**src/rtl/arb_pkg.sv**
```systemverilog
// Shared types and defaults for the round-robin request arbiter.
// The optional timeout watchdog is enabled by defining REQ_TIMEOUT_EN.
package arb_pkg;

  typedef enum logic [1:0] {
    IDLE    = 2'd0,
    WAIT    = 2'd1,
    RELEASE = 2'd2
  } state_t;

  localparam int DEFAULT_N_CLIENTS = 4;
  localparam int DEFAULT_TIMEOUT   = 8;

  // A client index needs at least one bit, even for two clients
  function automatic int ptr_width(input int n);
    return (n <= 2) ? 1 : $clog2(n);
  endfunction

endpackage

```
**src/rtl/rr_pick.sv**
```systemverilog
// Combinational round-robin picker: first set request at or above rr_ptr_i,
// wrapping from the top client back to client 0.
module rr_pick
  import arb_pkg::*;
#(
  parameter int N_CLIENTS = DEFAULT_N_CLIENTS,
  parameter int PTR_W     = ptr_width(N_CLIENTS)
) (
  input  logic [N_CLIENTS-1:0] req_vec_i,
  input  logic [PTR_W-1:0]     rr_ptr_i,
  output logic [PTR_W-1:0]     winner_o,
  output logic                 valid_o
);

  int               pos;
  logic [PTR_W-1:0] idx;

  always_comb begin
    winner_o = '0;
    valid_o  = 1'b0;
    pos      = 0;
    idx      = '0;
    for (int i = 0; i < N_CLIENTS; i++) begin
      pos = int'(rr_ptr_i) + i;
      if (pos >= N_CLIENTS) begin
        pos = pos - N_CLIENTS;
      end
      idx = PTR_W'(pos);
      if (!valid_o && req_vec_i[idx]) begin
        valid_o  = 1'b1;
        winner_o = idx;
      end
    end
  end

endmodule

```
**src/rtl/req_arbiter.sv**
```systemverilog
// Serialises N_CLIENTS level requesters onto one req/gnt handshake channel.
// Define REQ_TIMEOUT_EN to add a watchdog that aborts a WAIT lasting TIMEOUT cycles.
module req_arbiter
  import arb_pkg::*;
#(
  parameter int N_CLIENTS = DEFAULT_N_CLIENTS,
  parameter int TIMEOUT   = DEFAULT_TIMEOUT
) (
  input  logic                 clk,
  input  logic                 rst,
  input  logic [N_CLIENTS-1:0] client_req,
  output logic [N_CLIENTS-1:0] client_gnt,
  output logic                 req,
  input  logic                 gnt,
  output logic                 busy,
  output logic                 spurious_gnt,
  output logic                 timeout_err
);

  localparam int PTR_W = ptr_width(N_CLIENTS);

  state_t               state_q;
  logic                 req_q;
  logic                 busy_q;
  logic                 spurious_q;
  logic [N_CLIENTS-1:0] client_gnt_q;
  logic [PTR_W-1:0]     winner_q;
  logic [PTR_W-1:0]     rr_ptr_q;
  logic [PTR_W-1:0]     rr_ptr_d;
  logic [N_CLIENTS-1:0] grant_vec_d;
  logic [PTR_W-1:0]     pick_winner;
  logic                 pick_valid;

  rr_pick #(
    .N_CLIENTS (N_CLIENTS),
    .PTR_W     (PTR_W)
  ) u_pick (
    .req_vec_i (client_req),
    .rr_ptr_i  (rr_ptr_q),
    .winner_o  (pick_winner),
    .valid_o   (pick_valid)
  );

  // Both a completed grant and a timeout abort move the pointer past the winner
  assign rr_ptr_d = (winner_q == PTR_W'(N_CLIENTS - 1)) ? '0 : winner_q + PTR_W'(1);

  always_comb begin
    grant_vec_d           = '0;
    grant_vec_d[winner_q] = 1'b1;
  end

`ifdef REQ_TIMEOUT_EN
  localparam int CNT_W = $clog2(TIMEOUT + 1);

  logic [CNT_W-1:0] cnt_q;
  logic [CNT_W-1:0] cnt_d;
  logic             expire;
  logic             timeout_q;

  assign cnt_d       = cnt_q + CNT_W'(1);
  assign expire      = (cnt_d == CNT_W'(TIMEOUT));
  assign timeout_err = timeout_q;
`else
  logic unused_timeout;

  assign unused_timeout = (TIMEOUT > 0);
  assign timeout_err    = 1'b0;
`endif

  always_ff @(posedge clk or posedge rst) begin
    if (rst) begin
      state_q      <= IDLE;
      req_q        <= 1'b0;
      busy_q       <= 1'b0;
      spurious_q   <= 1'b0;
      client_gnt_q <= '0;
      winner_q     <= '0;
      rr_ptr_q     <= '0;
`ifdef REQ_TIMEOUT_EN
      cnt_q        <= '0;
      timeout_q    <= 1'b0;
`endif
    end else begin
      client_gnt_q <= '0;
      spurious_q   <= 1'b0;
`ifdef REQ_TIMEOUT_EN
      timeout_q    <= 1'b0;
`endif
      case (state_q)
        IDLE: begin
          spurious_q <= gnt;
          if (pick_valid) begin
            winner_q <= pick_winner;
            req_q    <= 1'b1;
            busy_q   <= 1'b1;
            state_q  <= WAIT;
`ifdef REQ_TIMEOUT_EN
            cnt_q    <= '0;
`endif
          end
        end
        WAIT: begin
          // A gnt on the expiry edge still counts as a normal grant
          if (gnt) begin
            client_gnt_q <= grant_vec_d;
            rr_ptr_q     <= rr_ptr_d;
            req_q        <= 1'b0;
            state_q      <= RELEASE;
          end
`ifdef REQ_TIMEOUT_EN
          else if (expire) begin
            timeout_q <= 1'b1;
            rr_ptr_q  <= rr_ptr_d;
            req_q     <= 1'b0;
            cnt_q     <= cnt_d;
            state_q   <= RELEASE;
          end else begin
            cnt_q <= cnt_d;
          end
`endif
        end
        RELEASE: begin
          spurious_q <= gnt;
          busy_q     <= 1'b0;
          state_q    <= IDLE;
        end
        default: begin
          req_q   <= 1'b0;
          busy_q  <= 1'b0;
          state_q <= IDLE;
        end
      endcase
    end
  end

  assign req          = req_q;
  assign busy         = busy_q;
  assign spurious_gnt = spurious_q;
  assign client_gnt   = client_gnt_q;

endmodule

```
**config.mk**
```make
export PLATFORM = sky130hd
export DESIGN_NAME = req_arbiter
export DESIGN_NICKNAME = d
export VERILOG_FILES = /design/src/rtl/arb_pkg.sv /design/src/rtl/rr_pick.sv /design/src/rtl/req_arbiter.sv
export SDC_FILE = /design/constraint.sdc
export NUM_CORES = 1
export LEC_CHECK = 0
export BUFFER_PORTS_ARGS = -buffer_cell sky130_fd_sc_hd__clkbuf_2
export CAP_MARGIN = 10
export CORE_UTILIZATION = 35
export CTS_CLUSTER_SIZE = 16
export DETAILED_ROUTE_END_ITERATION = 16
export PLACE_DENSITY = 0.62
export SYNTH_ARGS = -nofsm -noshare
export SYNTH_HDL_FRONTEND = slang
export SYNTH_SLANG_ARGS = --single-unit
```
**constraint.sdc**
```tcl
create_clock -name clk -period 1.5 [get_ports clk]
set_clock_uncertainty 0.2 [all_clocks]
set_input_delay 0.225 -clock clk [delete_from_list [all_inputs] [get_ports clk]]
set_output_delay 0.225 -clock clk [all_outputs]
set_load 0.05 [all_outputs]
```
After elaboration in Yosys (flattened, before gate mapping)
Index checks and enable logic that the tools add are counted.
W data, S select, Z words.

word-level totals
  word-level logic and storage cells = 79
  flip-flop bits (word level) = 13
  output and inout bits = 8

operators by class
  equal/unequal tests = 5
  order comparisons = 10
  muxes and demuxes = 33
  bitwise operators = 2
  reduce and logical (&&, ||, !) cells = 14
  $add $sub $neg = 8

operators with widths
  operator               count
  $mux W2                11
  $lt A2 B3 Y1 const B   5
  $mux W1                12
  $ge A3 B3 Y1 const B   3
  $bmux W1 S2            4
  $mux W4                2
  $reduce_and A2 Y1      4
  $sub A2 B1 Y2 const B  4
  $add A2 B2 Y3 const B  2
  $eq A2 B2 Y1 const B   2
  $logic_and A1 B1 Y1    4
  $ne A2 B2 Y1 const B   2
  $pmux W2 S2            1
  $add A2 B1 Y3 const B  1
  $ge A2 B3 Y1 const B   1
  $logic_not A1 Y1       3
  $pmux W1 S3            1
  $reduce_and A3 Y1      1
  $add A2 B1 Y2 const B  1
  $demux W1 S2           1
  $eq A2 B1 Y1 const B   1
  $ge A2 B1 Y1 const B   1
  $logic_not A2 Y1       1
  $not A1 Y1             2
  2 further kinds        2

Logic depth before layout (Yosys ltp)
Gate-level depths: netlist (run 1).

  depth after elaboration = 16
  gate-level depth with buffers = 4

Modules after synthesis
A second synthesis (run 1) with hierarchy kept.

second synthesis, totals
  cells, all modules = 60
  area total of the unflattened synthesis = 641.9 um^2

by module, submodules not included
  module       cells each  area an instance (um^2)  times used  seq. area each (um^2)
  req_arbiter  45          564.3                    1           325.3
  rr_pick      15          77.6                     1           0.0

Worst setup path before layout (run 1)
Ideal clock, no wire load.

  path type = register to register
  from = reg state_q[0]
  to = reg winner_q[0]
  path slack = 0.088 ns
  library setup time = 0.103 ns
  arrival = 1.109 ns
  buffers on the path = 1
  clock period less this slack = 1.412 ns
  stages on the path, launching flop included = 4
  path through = dfrtp_1 > buf_2 > or3_4 > o41ai_2

on the way
  longest elaborated chain between the ends = 2

ends and longest elaborated chain
  element                      line                RTL
  start: declaration           req_arbiter.sv:22   state_t state_q;
  start signal: assignment     req_arbiter.sv:72   state_q <= IDLE;
  start signal: assignment     req_arbiter.sv:96   state_q <= WAIT;
  start signal: assignment     req_arbiter.sv:108  state_q <= RELEASE;
  $logic_not A2 Y1             req_arbiter.sv:89   case (state_q)
  $reduce_and A2 Y1 (no line)  --
  end signal: assignment       req_arbiter.sv:93   winner_q <= pick_winner;
  end: declaration             req_arbiter.sv:27   logic [PTR_W-1:0] winner_q;

No other way between the ends.
A chain may end at the register's enable or synchronous reset.

Final worst setup path (run 1)
  from = reg state_q[1]
  to = reg winner_q[0]

Same word-level chain as after synthesis.

==> results.md, run 1 <==
* Routed vias/inst at 4.43
* P_int at 0.000748 W
* Final setup fails at 0
* Worst stage delay on the critical path at 460 ps
* Vias at 452
* DRC at 0
* Total chip power at 0.00126 W
* Worst vdd ir at 0.507 mV
* Synth cell types at 26
* Max-slew violations at 0
* Global routing's busiest layer: met2
* Mapped Nets at 69
* Number of diodes at 0
* GR Util met2 at 17.1%
* Hold path start: gnt
* Reg2Reg Depth at 2
* Clock Tree Root: clkbuf_4
* Hold WC Path Type: in -> reg
* Seq cells post-synth at 13
* Most frequent cells in the layout: dfrtp_1, clkbuf_2, inv_1
* Startpoint type of the worst setup path: flop
* Post-DRT Antenna Nets at 0
* CTS H-tree depth at 1
* Initial antenna violation count at 0
* CP Buf/Inv Count at 0
* Die W at 45.4 um
* RSZ-0062 raised after global routing: false
* MaxCap Viol Count at 0
* Final hold violation count at 0
* R2r setup slk at 50 ps
* Cts bufs inserted at 3
* Sequential power share at 43.6%
* Post-Syn Instances at 58
* Critical Path AT at 1420 ps
* Worst-case clock buffer depth at 2
* Most used DFF post-synth: dfrtp_1
* Post-CTS setup buffers at 0
* Core area at 0.00175 mm^2
* Cell Area, Synth at 659 um^2
* Syn Area/Cell at 11.4 um^2
* Top delay family on crit path: flip-flops
* P per Cell Area at 1560 mW/mm^2
* Worst-skew pair later-pin latency at 270 ps
* Top cell type's share of synthesized area at 49.3%
* Reg-to-reg critical path endpoint: winner_q[0]
* Leakage at 0.402 nW
* Initial Util at 37.8%
* Fmax at 691 MHz
* Slowest cell on crit path: dfrtp_1
* Clk sinks at 13
* Gr usage total at 11.2%
* Routability Congestion at 0.680
* Crit-path cells: or3_4 -> o41ai_2
* DPL Wire Length at 719 um
* PortBufs at 13
* Worst R2R Start: state_q[1]
* Worst-path clk slew at 80 ps
* Detailed-route wire length at 983 um
* Vias in the first global route at 362
* Layout cells sized above 1 at 29.9%
* Setup TNS at 0 ps
* Most area-hungry cell type in the Yosys netlist: dfrtp_1
* Critical path type: reg -> reg
* Worst Path Required at 1480 ps
* Switching pwr at 0.000508 W
* Met1 usage at 15.0%
* Rows at 15
* Logic pwr share at 39.5%
* Post-synth ARST share at 100%
* Fin crit share at 96.5%
* Register area share after synthesis at 49.3%
* Largest net degree at the start of global routing at 14
* Die H at 45.4 um
* Wire length per cell at 9.64 um
* First-pass GRT wire length at 1.61 mm
* Met3 GRT Util at 2.38%
* Outcome: complete, no violations
* Grt ovf at 0
* Critical path peak fanout at 7
* Syn-to-layout area delta at 22.0%
* Synth warn at 0
* DRT Pass-1 Iters at 2
* Post-route minimum period at 1450 ps
* Top post-synthesis cells by area: dfrtp_1, ha_1, and2_1
* Number of placed I/O pins at 15
* Net Sw Frac at 40.5%
* Hold path cells at 2
* CTS tree: done
* Starting DRT DRC Count at 5
* WHS Endpoint: spurious_gnt
* Number of gates resized after cts at 0
* Nets at 89
* Number of flops mapped to enable cells by yosys at 0
* Clock share of power at 16.9%
* Die area at 0.00206 mm^2
* Crit. End Element: flop
## worst max-delay path by stage
stage	from	to	slack, ps	depth (start not counted)
floorplan	state_q[0]	winner_q[0]	90	3
global placement	state_q[1]	winner_q[0]	100	2
detailed placement	state_q[1]	winner_q[0]	90	2
CTS	state_q[1]	winner_q[0]	50	2
global route	state_q[1]	winner_q[0]	20	2
finish	state_q[1]	winner_q[0]	50	2
## cell families after synthesis
group	synth area share, %
other	0.569
muxes	4.93
and+or+nand+nor	19.2
AOI/OAI and AO/OA	13.7
buffers and inverters	4.74
DFF	49.3
adders and majority gates	7.59
## state kept, by name, indices dropped and copies added (netlist names)
signal / flops
busy: 1
client_gnt: 4
req: 1
rr_ptr_q: 2
spurious_gnt: 1
state_q: 2
winner_q: 2
## final cells by class
class                   instances  area [um^2]
fillers                       164          941
repair buffers                 17          100
well taps                      25         31.3
clock buffers                   4         26.3
inverters                       5         18.8
flip-flops and latches         13          325
multi-input cells              38          303
## worst register-to-register path, stage by stage, from the launching register on
cell and delay (ps):
dfrtp_1 460, or3_4 420, o41ai_2 270
## through the flow
stage	std cells	util [%]	instance area [um^2]	hold slack, ps	worst slack, ps
floorplan	58	-	659	-98.0	87.8
global placement	96	43.4	758	43.0	102
detailed placement	96	43.4	758	44.6	93.5
CTS	102	46.1	805	17.5	48.2
global route	102	46.1	805	34.7	15.1
finish	102	46.1	805	20.6	52.9
## synthesized netlist by cell type (2+ instances only)
| master | n |
|---|---|
| a21oi_1 | 2 |
| inv_1 | 5 |
| nor2_1 | 4 |
| dfrtp_1 | 13 |
| ha_1 | 4 |
| and2_1 | 4 |
| nor2b_1 | 3 |
| nand2_1 | 2 |
| o31ai_1 | 3 |
| or2b_1 | 2 |
## repair_timing
action,CTS,global route
endpoints found under the setup margin,0,0
hold endpoints to repair,14,0
hold buffers,2,0
## metal layers
| metal | part of all wire, % | wire (um) |
|---|---|---|
| met5 | 0 | 0 |
| met4 | 0 | 0 |
| met3 | 3.4 | 33 |
| met2 | 48 | 475 |
| met1 | 48 | 474 |
## power groups by stage
stage | Clock [W] | Sequential (W) | Combinational, W
final | 0.000213 | 0.000547 | 0.000497
after global placement | 0 | 0.000555 | 0.000491
after global routing | 0.000233 | 0.000568 | 0.000554
after CTS | 0.000220 | 0.000549 | 0.000502
after detailed placement | 0 | 0.000556 | 0.000493
after floorplan | 0 | 0.000668 | 0.000260
Note: power is estimated with default switching activity, not from simulation.
==> inputs of run 2 (changes only) <==
--- a/config.mk
+++ b/config.mk
@@ -7,10 +7,12 @@
 export LEC_CHECK = 0
 export BUFFER_PORTS_ARGS = -buffer_cell sky130_fd_sc_hd__clkbuf_2
 export CAP_MARGIN = 10
+export CORE_ASPECT_RATIO = 1.2
 export CORE_UTILIZATION = 35
 export CTS_CLUSTER_SIZE = 16
 export DETAILED_ROUTE_END_ITERATION = 16
-export PLACE_DENSITY = 0.62
+export PLACE_DENSITY = 0.6
 export SYNTH_ARGS = -nofsm -noshare
 export SYNTH_HDL_FRONTEND = slang
+export SYNTH_HIERARCHICAL = 1
 export SYNTH_SLANG_ARGS = --single-unit
==> results.md, run 2 <==
* Layout cells sized above 1 at 35.5% (was 29.9%)
* Seq cells post-synth at 13 (unchanged)
* Syn Area/Cell at 10.7 um^2 (was 11.4 um^2)
* Post-Syn Instances at 60 (was 58)
* Worst-skew pair later-pin latency at 270 ps (about the same)
* P per Cell Area at 1920 mW/mm^2 (was 1560 mW/mm^2)
* Critical Path AT at 1380 ps (was 1420 ps)
* Largest net degree at the start of global routing at 14 (unchanged)
* Gr usage total at 13.3% (was 11.2%)
* Hold WC Path Type: in -> reg (unchanged)
* Max-slew violations at 0 (unchanged)
* First-pass GRT wire length at 1.78 mm (was 1.61 mm)
* RSZ-0062 raised after global routing: false (unchanged)
* Detailed-route wire length at 1.06 mm (was 983 um)
* Routability Congestion at 0.766 (was 0.680)
* Number of diodes at 0 (unchanged)
* Crit-path cells: nand2b_1 -> nor2_1 -> mux2_2 (was or3_4 -> o41ai_2)
* Fin crit share at 94.9% (was 96.5%)
* Routed vias/inst at 4.88 (was 4.43)
* Grt ovf at 0 (unchanged)
* Worst-path clk slew at 80 ps (about the same)
* Vias at 459 (was 452)
* Core Util, Final at 44.4% (was 46.1%)
* Number of placed I/O pins at 15 (unchanged)
* Synth cell types at 20 (was 26)
* Most used DFF post-synth: dfrtp_1 (unchanged)
* Worst vdd ir at 0.655 mV (was 0.507 mV)
* DRC at 0 (unchanged)
* Rows at 16 (was 15)
* Slowest cell on crit path: dfrtp_1 (unchanged)
* Hold_buf cts at 1 (was 2)
* Starting DRT DRC Count at 19 (was 5)
* Mapped Nets at 71 (was 69)
* GR Util met2 at 19.3% (was 17.1%)
* Post-route minimum period at 1420 ps (was 1450 ps)
* DPL Wire Length at 769 um (was 719 um)
* Number of flops mapped to enable cells by yosys at 0 (unchanged)
* Setup TNS at 0 ps (unchanged)
* Startpoint type of the worst setup path: flop (unchanged)
* Core area at 0.00168 mm^2 (was 0.00175 mm^2)
* Nets at 88 (was 89)
* CTS tree: done (unchanged)
* Vias in the first global route at 422 (was 362)
* Clk sinks at 13 (unchanged)
* Final setup fails at 0 (unchanged)
* Most frequent cells in the layout: dfrtp_1, clkbuf_2, inv_1 (unchanged)
* CP Buf/Inv Count at 0 (unchanged)
* MaxCap Viol Count at 0 (unchanged)
* Met1 usage at 15.6% (was 15.0%)
* Outcome: complete, no violations (unchanged)
* Top post-synthesis cells by area: dfrtp_1, ha_1, a21oi_1 (was dfrtp_1, ha_1, and2_1)
* Critical path type: reg -> reg (unchanged)
* Synth warn at 6 (was 0)
* Clock Tree Root: clkbuf_4 (unchanged)
* Syn-to-layout area delta at 16.4% (was 22.0%)
* Post-CTS setup buffers at 0 (unchanged)
* Cts bufs inserted at 3 (unchanged)
* Dpl cell area at 711 um^2 (was 758 um^2)
* CTS H-tree depth at 1 (unchanged)
* Worst stage delay on the critical path at 410 ps (was 460 ps)
* Top cell type's share of synthesized area at 50.7% (was 49.3%)
* Count leader, synth: dfrtp_1 (unchanged)
* Die area at 0.00201 mm^2 (was 0.00206 mm^2)
* Final hold violation count at 0 (unchanged)
* Number of gates resized after cts at 0 (unchanged)
* Critical path peak fanout at 5 (was 7)
* Worst Path Required at 1460 ps (was 1480 ps)
* Design area at 747 um^2 (was 805 um^2)
* Wire length per cell at 11.3 um (was 9.64 um)
* Top delay family on crit path: flip-flops (unchanged)
* Fmax at 703 MHz (was 691 MHz)
* Register area share after synthesis at 50.7% (was 49.3%)
* Max FFs per register at 4 (unchanged)
* Worst-case clock buffer depth at 2 (unchanged)
* Die H at 48.9 um (was 45.4 um)
* Initial Util at 38.2% (was 37.8%)
* Global routing's busiest layer: met2 (unchanged)
* Initial antenna violation count at 0 (unchanged)
* Post-DRT Antenna Nets at 0 (unchanged)
* Most area-hungry cell type in the Yosys netlist: dfrtp_1 (unchanged)
* DRT Pass-1 Iters at 4 (was 2)
* Met3 GRT Util at 5.48% (was 2.38%)
* Crit. End Element: flop (unchanged)
* Leakage at 0.399 nW (was 0.402 nW)
* Post-synth top cells: dfrtp_1, inv_1, a21oi_1 (was dfrtp_1, inv_1, and2_1, ha_1, nor2_1)
* Die W at 41.1 um (was 45.4 um)
* PortBufs at 13 (unchanged)
* Cell Area, Synth at 642 um^2 (was 659 um^2)
* Post-synth ARST share at 100% (unchanged)
## run 2: layer usage
layer | up-vias | share of wire, %
met1 | 213 | 41
met3 | 2 | 6.6
met4 | 0 | 1.3
li1 | 223 | -
met2 | 21 | 51
met5 | - | 0
## run 2: through the flow
step	hold WS, ps	setup WS, ps	power [W]	cells
detailed placement	63.7	68.7	0.00123	89
CTS	11.7	71.5	0.00146	94
global route	5.15	34.5	0.00156	94
floorplan	-98.0	150	0.00111	60
global placement	53.5	75.4	0.00123	89
finish	15.8	77.2	0.00144	94
## run 2: worst paths after layout
kind,start,to,slack (ps),cells after the start
worst min-delay path,gnt,spurious_gnt,20,2
worst max-delay path,state_q[0],winner_q[1],80,3
min in group asynchronous,rst,busy,300,3
worst max register to register,state_q[0],winner_q[1],80,3
worst min register to register,state_q[0],spurious_gnt,290,1
max in group asynchronous,rst,req,470,3
## run 2: cells by family (layout without fill, tap and decap cells)
logic type                 after synthesis  in the layout  share of synthesized area (%)
AOI/OAI and AO/OA                       11             11                           9.94
adders and majority gates                4              4                           7.80
buffers and inverters                   12             28                           8.77
DFF                                     13             13                           50.7
muxes                                    4              4                           8.19
other                                    1              1                          0.584
and+or+nand+nor                         15             15                           14.0
## run 2: cell type report
| type | count | area (um^2) |
|---|---|---|
| Clock buffer | 4 | 26.3 |
| Fill cell | 170 | 935 |
| Inverter | 10 | 37.5 |
| Multi-Input combinational cell | 35 | 260 |
| Sequential cell | 13 | 325 |
| Tap cell | 18 | 22.5 |
| Timing Repair Buffer | 14 | 75.1 |
## run 2: report_power, final
| part | total (W) | switching, W | leakage [nW] | internal [W] |
|---|---|---|---|---|
| clock network | 0.000212 | 0.000109 | 0.0150 | 0.000103 |
| registers | 0.000597 | 0.000117 | 0.163 | 0.000480 |
| logic | 0.000628 | 0.000378 | 0.222 | 0.000251 |
| total | 0.00144 | 0.000604 | 0.399 | 0.000834 |
